--- src/rtl/divider_seq.sv ---
// Iterative restoring divider, one quotient bit per cycle, optional two's-complement operands.
// Latency: done pulses WIDTH_A+1 cycles after start is accepted; outputs are registered.
// Backpressure: en=0 freezes everything, and start is accepted only while idle.
module divider_seq #(
    parameter int WIDTH_A = 16,
    parameter int WIDTH_B = 16,
    parameter int SIGNED  = 0
) (
    input  logic               clk,
    input  logic               rst,
    input  logic               en,
    input  logic               start,
    input  logic [WIDTH_A-1:0] A,
    input  logic [WIDTH_B-1:0] B,
    output logic               busy,
    output logic               done,
    output logic [WIDTH_A-1:0] Q,
    output logic [WIDTH_B-1:0] R,
    output logic               div_zero
);

    localparam int CW = (WIDTH_A > 1) ? $clog2(WIDTH_A) : 1;
    localparam logic [CW-1:0] LAST = CW'(WIDTH_A - 1);

    typedef enum logic [1:0] {IDLE, CALC, FIX} state_t;

    state_t             state, state_nxt;
    logic [CW-1:0]      cnt;
    logic [WIDTH_A-1:0] dvd;
    logic [WIDTH_A-1:0] a_raw;
    logic [WIDTH_B-1:0] rem;
    logic [WIDTH_B-1:0] b_mag;
    logic               q_neg, r_neg, b_zero;

    logic               a_neg_in, b_neg_in;
    logic [WIDTH_A-1:0] a_mag_in;
    logic [WIDTH_B-1:0] b_mag_in;
    logic [WIDTH_B:0]   partial;
    logic [WIDTH_B-1:0] diff;
    logic               fits;
    logic [WIDTH_A-1:0] q_fix;
    logic [WIDTH_B-1:0] r_fix;
    logic [WIDTH_B-1:0] a_raw_fit;

    assign a_neg_in = (SIGNED != 0) && A[WIDTH_A-1];
    assign b_neg_in = (SIGNED != 0) && B[WIDTH_B-1];
    assign a_mag_in = a_neg_in ? -A : A;
    assign b_mag_in = b_neg_in ? -B : B;

    // Partial remainder never exceeds 2*|B|-1, so WIDTH_B+1 bits suffice and diff fits in WIDTH_B.
    assign partial = {rem, dvd[WIDTH_A-1]};
    assign fits    = partial >= {1'b0, b_mag};
    assign diff    = partial[WIDTH_B-1:0] - b_mag;

    assign q_fix = q_neg ? -dvd : dvd;
    assign r_fix = r_neg ? -rem : rem;

    generate
        if (WIDTH_B > WIDTH_A) begin : g_ext
            assign a_raw_fit = {{(WIDTH_B-WIDTH_A){(SIGNED != 0) && a_raw[WIDTH_A-1]}}, a_raw};
        end else begin : g_trunc
            assign a_raw_fit = a_raw[WIDTH_B-1:0];
        end
    endgenerate

    assign busy = (state != IDLE);

    always_comb begin
        state_nxt = state;
        if (en) begin
            case (state)
                IDLE:    if (start) state_nxt = CALC;
                CALC:    if (cnt == LAST) state_nxt = FIX;
                FIX:     state_nxt = IDLE;
                default: state_nxt = IDLE;
            endcase
        end
    end

    always_ff @(posedge clk or posedge rst) begin
        if (rst) begin
            state <= IDLE;
        end else begin
            state <= state_nxt;
        end
    end

    always_ff @(posedge clk or posedge rst) begin
        if (rst) begin
            cnt      <= '0;
            dvd      <= '0;
            a_raw    <= '0;
            rem      <= '0;
            b_mag    <= '0;
            q_neg    <= 1'b0;
            r_neg    <= 1'b0;
            b_zero   <= 1'b0;
            done     <= 1'b0;
            Q        <= '0;
            R        <= '0;
            div_zero <= 1'b0;
        end else if (en) begin
            done <= (state == FIX);
            case (state)
                IDLE: begin
                    if (start) begin
                        cnt    <= '0;
                        dvd    <= a_mag_in;
                        a_raw  <= A;
                        rem    <= '0;
                        b_mag  <= b_mag_in;
                        q_neg  <= a_neg_in ^ b_neg_in;
                        r_neg  <= a_neg_in;
                        b_zero <= (B == '0);
                    end
                end
                CALC: begin
                    // dvd shifts out dividend bits at the top and collects quotient bits at the bottom.
                    dvd <= {dvd[WIDTH_A-2:0], fits};
                    rem <= fits ? diff : partial[WIDTH_B-1:0];
                    cnt <= (cnt == LAST) ? '0 : cnt + CW'(1);
                end
                FIX: begin
                    Q        <= b_zero ? '1 : q_fix;
                    R        <= b_zero ? a_raw_fit : r_fix;
                    div_zero <= b_zero;
                end
                default: ;
            endcase
        end
    end

endmodule

--- config.mk ---
export PLATFORM = sky130hd
export DESIGN_NAME = divider_seq
export DESIGN_NICKNAME = d
export VERILOG_FILES = /design/src/rtl/divider_seq.sv
export SDC_FILE = /design/constraint.sdc
export NUM_CORES = 1
export LEC_CHECK = 0
export BUFFER_PORTS_ARGS = -buffer_cell sky130_fd_sc_hd__buf_2
export CORE_UTILIZATION = 45
export CTS_CLUSTER_SIZE = 10
export DETAILED_ROUTE_END_ITERATION = 8
export PLACE_DENSITY = 0.69
export SLEW_MARGIN = 20
export SYNTH_ARGS = -nofsm -noshare
export SYNTH_HDL_FRONTEND = slang
export SYNTH_SLANG_ARGS = --single-unit
--- constraint.sdc ---
create_clock -name clk -period 5.7 [get_ports clk]
set_input_delay 0 -clock clk [delete_from_list [all_inputs] [get_ports clk]]
set_output_delay 0 -clock clk [all_outputs]
set_load 0.005 [all_outputs]
### Word level (Yosys, flattened, before mapping)

Cells that the tools add are included.
W data, S select, Z words.

* logic and storage cells: 40
* output and inout port bits: 35
* bits in registers: 105
* input bits: 36

* $add $sub $neg: 2
* reduce and logical (&&, ||, !) cells: 8
* multiplexer cells: 13
* magnitude comparators: 1
* eq/ne operators: 5

Operators by type and width (count)
* $mux W16: 5
* $pmux W16 S2: 2
* $ge A17 B16 Y1: 1
* $logic_not A16 Y1: 1
* $sub A16 B16 Y16: 1
* $reduce_and A3 Y1: 3
* $mux W4: 2
* $pmux W4 S2: 1
* $add A4 B1 Y4 const B: 1
* $eq A4 B4 Y1 const B: 1
* $mux W2: 2
* $ne A2 B2 Y1 const B: 2
* $pmux W2 S2: 1
* $reduce_bool A2 Y1: 2
* $eq A2 B1 Y1 const B: 1
* $eq A2 B2 Y1 const B: 1
* $logic_not A2 Y1: 1
* $reduce_and A2 Y1: 1

### Depth between registers and ports, before layout

Gate-level depths: netlist of run 1.

* depth in word-level cells: 3
* gate-level depth with buffers: 11
* mapped depth without buffers: 10

### Least setup slack after synthesis of run 1

Ideal clock, no wire load.

* path type: register -> register
* start point: register rem[3]
* end point: register rem[2]
* required time: 5571 ps
* data arrival time: 2166 ps
* period minus slack after synthesis: 2295 ps
* buffers on the path: 1
* stages on the path, launching flop included: 10
* setup slack: 3405 ps
* cell sequence: dfrtp_1 -> ha_1 -> a21o_1 -> a31oi_2 -> a2111oi_2 -> or3_4 -> nand2_8 -> buf_6 -> mux2i_1 -> o21ai_1

* cells in the longest elaborated chain, start to end: 3

RTL lines
* start, declared: line 31 `logic [WIDTH_B-1:0] rem;`
* start signal, assigned: line 120 `rem <= fits ? diff : partial[WIDTH_B-1:0];`
* $ge A17 B16 Y1: line 52 `assign fits = partial >= {1'b0, b_mag};`
* $mux W16: line 120
* $pmux W16 S2: line 104 `case (state)`

No other way between the ends.
A chain may end at the register's enable or synchronous reset.

### Final worst setup path of run 1

* start point: register rem[8]
* end point: register rem[15]

* cells in the longest elaborated chain, start to end: 3
* elaborated cells between the ends (all ways): 4
* those cells by class: 1 x add/sub; 1 x order compare; 2 x mux

RTL lines (line)
* $sub A16 B16 Y16 / $ge A17 B16 Y1 (equally long branches): 53, 52
* $mux W16 *: 120
* $pmux W16 S2 *: 104

Every way passes the cells marked *; elsewhere a longest branch is shown, timed or not.

==> impl_metrics.yaml, run 1 <==
status:
  status: "completed"
synthesis:
  netlist_top_cells_area: "dfrtp_1 (50%), mux2i_1 (7.8%), o21ai_0 (7.2%)"
  synth_warnings: 0
  synthFlopType: "dfrtp_1"
  yosysSeqAreaShare: 0.496
  yosysTopAreaCellShare: 0.496
  synth_top_area_cell: "dfrtp_1"
  async_flop_share: 1.00
  yosysUniqueCellTypes: 50
  synth_fp_nets: 585
  syn_avg_cell_area_sq_um: 9.97
  synthCells: 531
  synth-seq-cells: 105
  syn_area_sq_um: 5300
  synth_edf_count: 0
clocking:
  cts.path.max_buffers: 2
  cts-root-buf: "clkbuf_16"
  cts_made_buffers: 9
  cts_resized: 0
  ctsHoldBuffers: 34
  clk_pin_slew_worst_paths_ns: 0.07
  cts_tree: "done"
  ctsHtreeMaxLevel: 3
  insertion_delay_ns: 0.34
  post-cts-setup-buffers: 0
  clock_sinks: 105
timing:
  setup_tns_ns: 0
  maxSlewHeadroom: 0.332
  min_period_over_period: 0.464
  fin_skew_ns: 0.00599
  fmax_mhz: 378
  hold_viol_final: 0
  drv_slew: 0
  tightestPinTransition_ns: 0.998
  min_period_ns: 2.64
  setup_viol: 0
  rsz0062_at_grt: "no"
placed_design:
  numPortBuffers: 70
  hpwl_mm: 8.18
  gp_congestion: 0.892
  placed_area_sq_um: 5760
final_layout:
  drive_above_1_share: 0.195
  final_cell_mix: "dfrtp_1 (105), nand2_1 (89), o21ai_0 (76)"
  n_antenna_cell: 0
  nets: 676
  fin_area_sq_um: 6380
  area_growth_pct: 20.4
  n_fill_cell: 1005
  final_common_cell: "dfrtp_1"
routing:
  detail-route-antenna-nets: 0
  drt_iter0_drc: 208
  num_vias: 4151
  viasPerCell: 5.39
  drcViolationCount: 0
  drt_wl_total_mm: 11.9
  drt-pass1-iter-count: 4
  wl_per_cell_um: 15.4
worst_setup_path:
  r2r_end: "rem[15]$_DFFE_PP0P_"
  reg2reg_slack_ns: 3.06
  endpoint_kind: "register"
  path_max_fanout: 19
  crit_type: "register to register"
  reg2regPathDepth: 8
  worst_ep_required_time_ns: 5.91
  worstSetupStartpointType: "register"
  crit_arrival_ns: 2.85
  reg2reg_from: "rem[8]$_DFFE_PP0P_"
pwr:
  pwr-share-seq: 0.341
  power_density_nw_per_um2: 540
  power.net_switching_mw: 1.41
  irDropWorstVdd_v: 0.000221
  leakagePower_nw: 3.06
  netSwitchingFraction: 0.409
  power_frac_comb: 0.491
  pwr-share-clk: 0.167
  p_int_mw: 2.03
min_path:
  hold_path_class: "primary input to async pin"
die:
  rows: 39
  chipHeight_um: 110
  die_w_um: 110
  start_util: 0.464
  dieArea_sq_um: 12200
  ios: 71
  core_area_sq_um: 11400
global_route:
  antenna_found_initial: 0
  overflow: 0
  grt_pass1_wl_mm: 20.3
  grt_start_max_net_pins: 85
  track_usage: 0.207
  first_global_vias: 4143
run:
  maxCapViolCount: 0
worst max-delay path by stage:
stage,start,endpoint,cells past startpoint
after floorplan,rst,Q[0]$_DFFE_PP0P_,1
after global placement,state[0]$_DFFE_PP0P_,dvd[0]$_DFFE_PP0P_,5
after detailed placement,state[0]$_DFFE_PP0P_,dvd[0]$_DFFE_PP0P_,5
after CTS,state[0]$_DFFE_PP0P_,dvd[0]$_DFFE_PP0P_,5
after global routing,state[0]$_DFFE_PP0P_,dvd[0]$_DFFE_PP0P_,5
final,rem[8]$_DFFE_PP0P_,rem[15]$_DFFE_PP0P_,8
metal layers:
layer,track usage,part of all wire,vias to the layer above
met1,0.295,0.49,1996
li1,-,-,2048
met3,0.0252,0.038,11
met2,0.328,0.46,96
met5,0,0,-
met4,0.0684,0.010,0
flip-flops by register name, indices dropped and copies added, names as in the netlist, 2 cells and up:
register,cells
state,2
b_mag,16
a_raw,16
Q,16
rem,16
R,16
cnt,4
dvd,16
stage by stage:
stage / setup slack [ns] / hold WS [ns] / instances / utilization / total power, mW
floorplan: 2.94 / 0.107 / 531 / - / 2.49
global placement: 2.83 / -0.0437 / 720 / 0.504 / 2.78
detailed placement: 2.73 / -0.0339 / 720 / 0.504 / 2.84
CTS: 2.70 / 0.141 / 770 / 0.558 / 3.45
global route: 2.88 / 0.161 / 770 / 0.559 / 3.73
finish: 3.06 / 0.146 / 770 / 0.559 / 3.45
cells in the mapped netlist, drive strengths merged (4+ instances only):
library cell	number
a21o	9
a21oi	15
a22o	4
a31oi	4
a32oi	4
and3	4
buf	6
clkbuf	22
dfrtp	105
ha	17
inv	22
mux2	18
mux2i	41
nand2	91
nand3	8
nor2	22
nor2b	4
nor3	4
nor4	6
o21a	4
o21ai	84
xnor2	5
xor2	5
area by class of cell:
class                           instances  area (sq um)  area share
Inverter                               22          85.1      0.0133
Timing Repair Buffer                  108           724       0.114
Multi-Input combinational cell        376          2490       0.390
Clock buffer                           10           229      0.0359
Tap cell                              143           179      0.0281
Sequential cell                       105          2630       0.412
Clock inverter                          6          42.5     0.00667
critical path, stage by stage (launching register included):
cell and delay [ns]:
dfrtp_1 0.45, ha_1 0.48, nand3_2 0.18, or4_1 0.58
nand4_1 0.12, or3_4 0.16, nand2_8 0.12, nor4b_2 0.32
o31ai_1 0.09
power groups by stage:
stage | Clock [mW] | Sequential, mW | Combinational, mW
floorplan | 0 | 1.11 | 1.39
global placement | 0 | 1.18 | 1.60
detailed placement | 0 | 1.19 | 1.66
CTS | 0.593 | 1.17 | 1.69
global route | 0.625 | 1.21 | 1.89
finish | 0.577 | 1.18 | 1.69
cells by family after synthesis:
family / synth area share
simple gates: 0.136
compound gates: 0.154
flops: 0.496
mux: 0.116
buf+inv: 0.0376
fa+ha+maj: 0.0440
xor+xnor: 0.0165
Note: power is estimated with default switching activity, not from simulation.
==> run 2: changes to the inputs <==
--- a/config.mk
+++ b/config.mk
@@ -9,7 +9,7 @@
 export CORE_UTILIZATION = 45
 export CTS_CLUSTER_SIZE = 10
 export DETAILED_ROUTE_END_ITERATION = 8
-export PLACE_DENSITY = 0.69
+export PLACE_DENSITY = 0.71
 export SLEW_MARGIN = 20
 export SYNTH_ARGS = -nofsm -noshare
 export SYNTH_HDL_FRONTEND = slang
==> constraint.sdc (replaced) <==
create_clock -name clk -period 2.4 [get_ports clk]
set_input_delay 0 -clock clk [delete_from_list [all_inputs] [get_ports clk]]
set_output_delay 0 -clock clk [all_outputs]
set_load 0.005 [all_outputs]
==> impl_metrics.yaml, run 2 (synthesized netlist as in run 1, its figures left out) <==
routing:
  drt_wl_total_mm: 12.9
  detail-route-antenna-nets: 0
  dr_wl_met2_mm: 6.05
  wl_per_cell_um: 15.9
  met3_length_um: 524
  viasPerCell: 5.34
  drt-pass1-iter-count: 5
  drcViolationCount: 0
  num_vias: 4337
  routed.top_layer: "met4"
  drt-met1-wl_mm: 6.20
  drt_iter0_drc: 225
global_route:
  grt_start_max_net_pins: 42
  antenna_found_initial: 0
  overflow: 0
  first_global_vias: 4215
  grt_pass1_wl_mm: 21.2
  track_usage: 0.216
worst_setup_path:
  crit_type: "register to register"
  slowest_stage: "dfrtp_1"
  path_delay_family: "compound AO/OA/AOI/OAI gates"
  path_cells: "ha_1, nand3_1, o21bai_4, a2111oi_4, or3_4, nand2_4, and3_1, a211o_1"
  crit_arrival_ns: 2.56
  endpoint_kind: "register"
  path_max_fanout: 9
  slowest_delay_ns: 0.40
  worst_ep_required_time_ns: 2.63
  crit_buf_inv: 0
  worstSetupStartpointType: "register"
pwr:
  power_frac_comb: 0.551
  netSwitchingFraction: 0.398
  pwr-share-clk: 0.159
  leakagePower_nw: 3.29
  power_density_nw_per_um2: 1360
  pwr-share-seq: 0.290
  irDropWorstVdd_v: 0.000759
  power.net_switching_mw: 3.74
  p_int_mw: 5.67
die:
  dieArea_sq_um: 12200
  start_util: 0.464
  core_area_sq_um: 11400
  ios: 71
  die_w_um: 110
  rows: 39
  chipHeight_um: 110
final_layout:
  final_cells: 812
  regArea_sq_um: 2630
  drive_above_1_share: 0.262
  n_antenna_cell: 0
  nets: 718
  final_cell_mix: "dfrtp_1 (105), nand2_1 (89), o21ai_0 (76)"
  area_growth_pct: 30.5
  multiInputGateArea_sq_um: 2640
  n_fill_cell: 912
  final_common_cell: "dfrtp_1"
  post-route-util: 0.605
  fin_area_sq_um: 6910
timing:
  setup_ws_ns: 0.0727
  hold_ws_ns: 0.288
  min_period_ns: 2.33
  hold_viol_final: 0
  min_period_over_period: 0.970
  fmax_mhz: 430
  setup_viol: 0
  drv_slew: 0
  tightestPinTransition_ns: 0.807
  maxSlewHeadroom: 0.461
  fin_skew_ns: 0.00863
status:
  status: "completed"
clocking:
  ctsHtreeMaxLevel: 3
  cts_made_buffers: 9
  clk_pin_slew_worst_paths_ns: 0.07
  cts-root-buf: "clkbuf_16"
  cts.path.max_buffers: 2
  clock_sinks: 105
  cts_tree: "done"
  insertion_delay_ns: 0.34
placed_design:
  placed_area_sq_um: 6110
  place_inst: 760
  numPortBuffers: 70
  hpwl_mm: 9.07
  gp_congestion: 0.909
  pre_cts_ws_ns: -0.0339
run:
  maxCapViolCount: 0
min_path:
  hold_path_class: "primary input to register"
run 2: layout make-up:
type	count	share of cell area
flip-flops and latches	105	0.380
clock buffers	13	0.0362
multi-input cells	377	0.382
inverters	22	0.0125
well taps	143	0.0259
repair buffers	149	0.156
clock inverters	3	0.00688
run 2: timing repair:
| action | 4_1_cts | 5_1_grt |
|---|---|---|
| setup buffers | 0 | 1 |
| cloned | 0 | 1 |
| setup endpoints to repair | 4 | 16 |
| resized for setup | 3 | 16 |
| hold buffers | 34 | 0 |
| pin swaps | 0 | 7 |
| hold endpoints to repair | 74 | 0 |
run 2: final timing paths:
path / startpoint / end / slack (ns) / depth (start not counted)
min in group asynchronous: rst / Q[4]$_DFFE_PP0P_ / 0.35 / 3
max: rem[3]$_DFFE_PP0P_ / rem[8]$_DFFE_PP0P_ / 0.07 / 8
min: start / cnt[3]$_DFFE_PP0P_ / 0.29 / 4
max in group asynchronous: rst / dvd[3]$_DFFE_PP0P_ / 1.27 / 4
min reg2reg: Q[3]$_DFFE_PP0P_ / Q[3]$_DFFE_PP0P_ / 0.48 / 2
max reg2reg: rem[3]$_DFFE_PP0P_ / rem[8]$_DFFE_PP0P_ / 0.07 / 8
run 2: tightest hold or removal path, cell delays in order:
cell     delay (ns)
buf_2          0.10
nor4b_4        0.13
buf_4          0.22
a21oi_1        0.14
run 2: routing by layer:
metal  vias to the layer above  global-route usage
li1                       2132                   -
met1                      2076               0.313
met2                       115               0.343
met3                        14              0.0220
met4                         0              0.0631
met5                         -                   0
run 2: power by group through the flow:
stage	clock [mW]	combinational (mW)	sequential [mW]
after CTS	1.53	4.75	2.70
after floorplan	0	3.29	2.64
final	1.50	5.18	2.73
after global routing	1.60	5.68	2.80
after detailed placement	0	4.58	2.74
after global placement	0	4.51	2.71
run 2: stage by stage:
| step | power [mW] | setup TNS, ns |
|---|---|---|
| global route | 10.1 | -0.119 |
| floorplan | 5.93 | 0 |
| CTS | 8.98 | 0 |
| global placement | 7.22 | 0 |
| detailed placement | 7.31 | -0.0639 |
| finish | 9.41 | 0 |
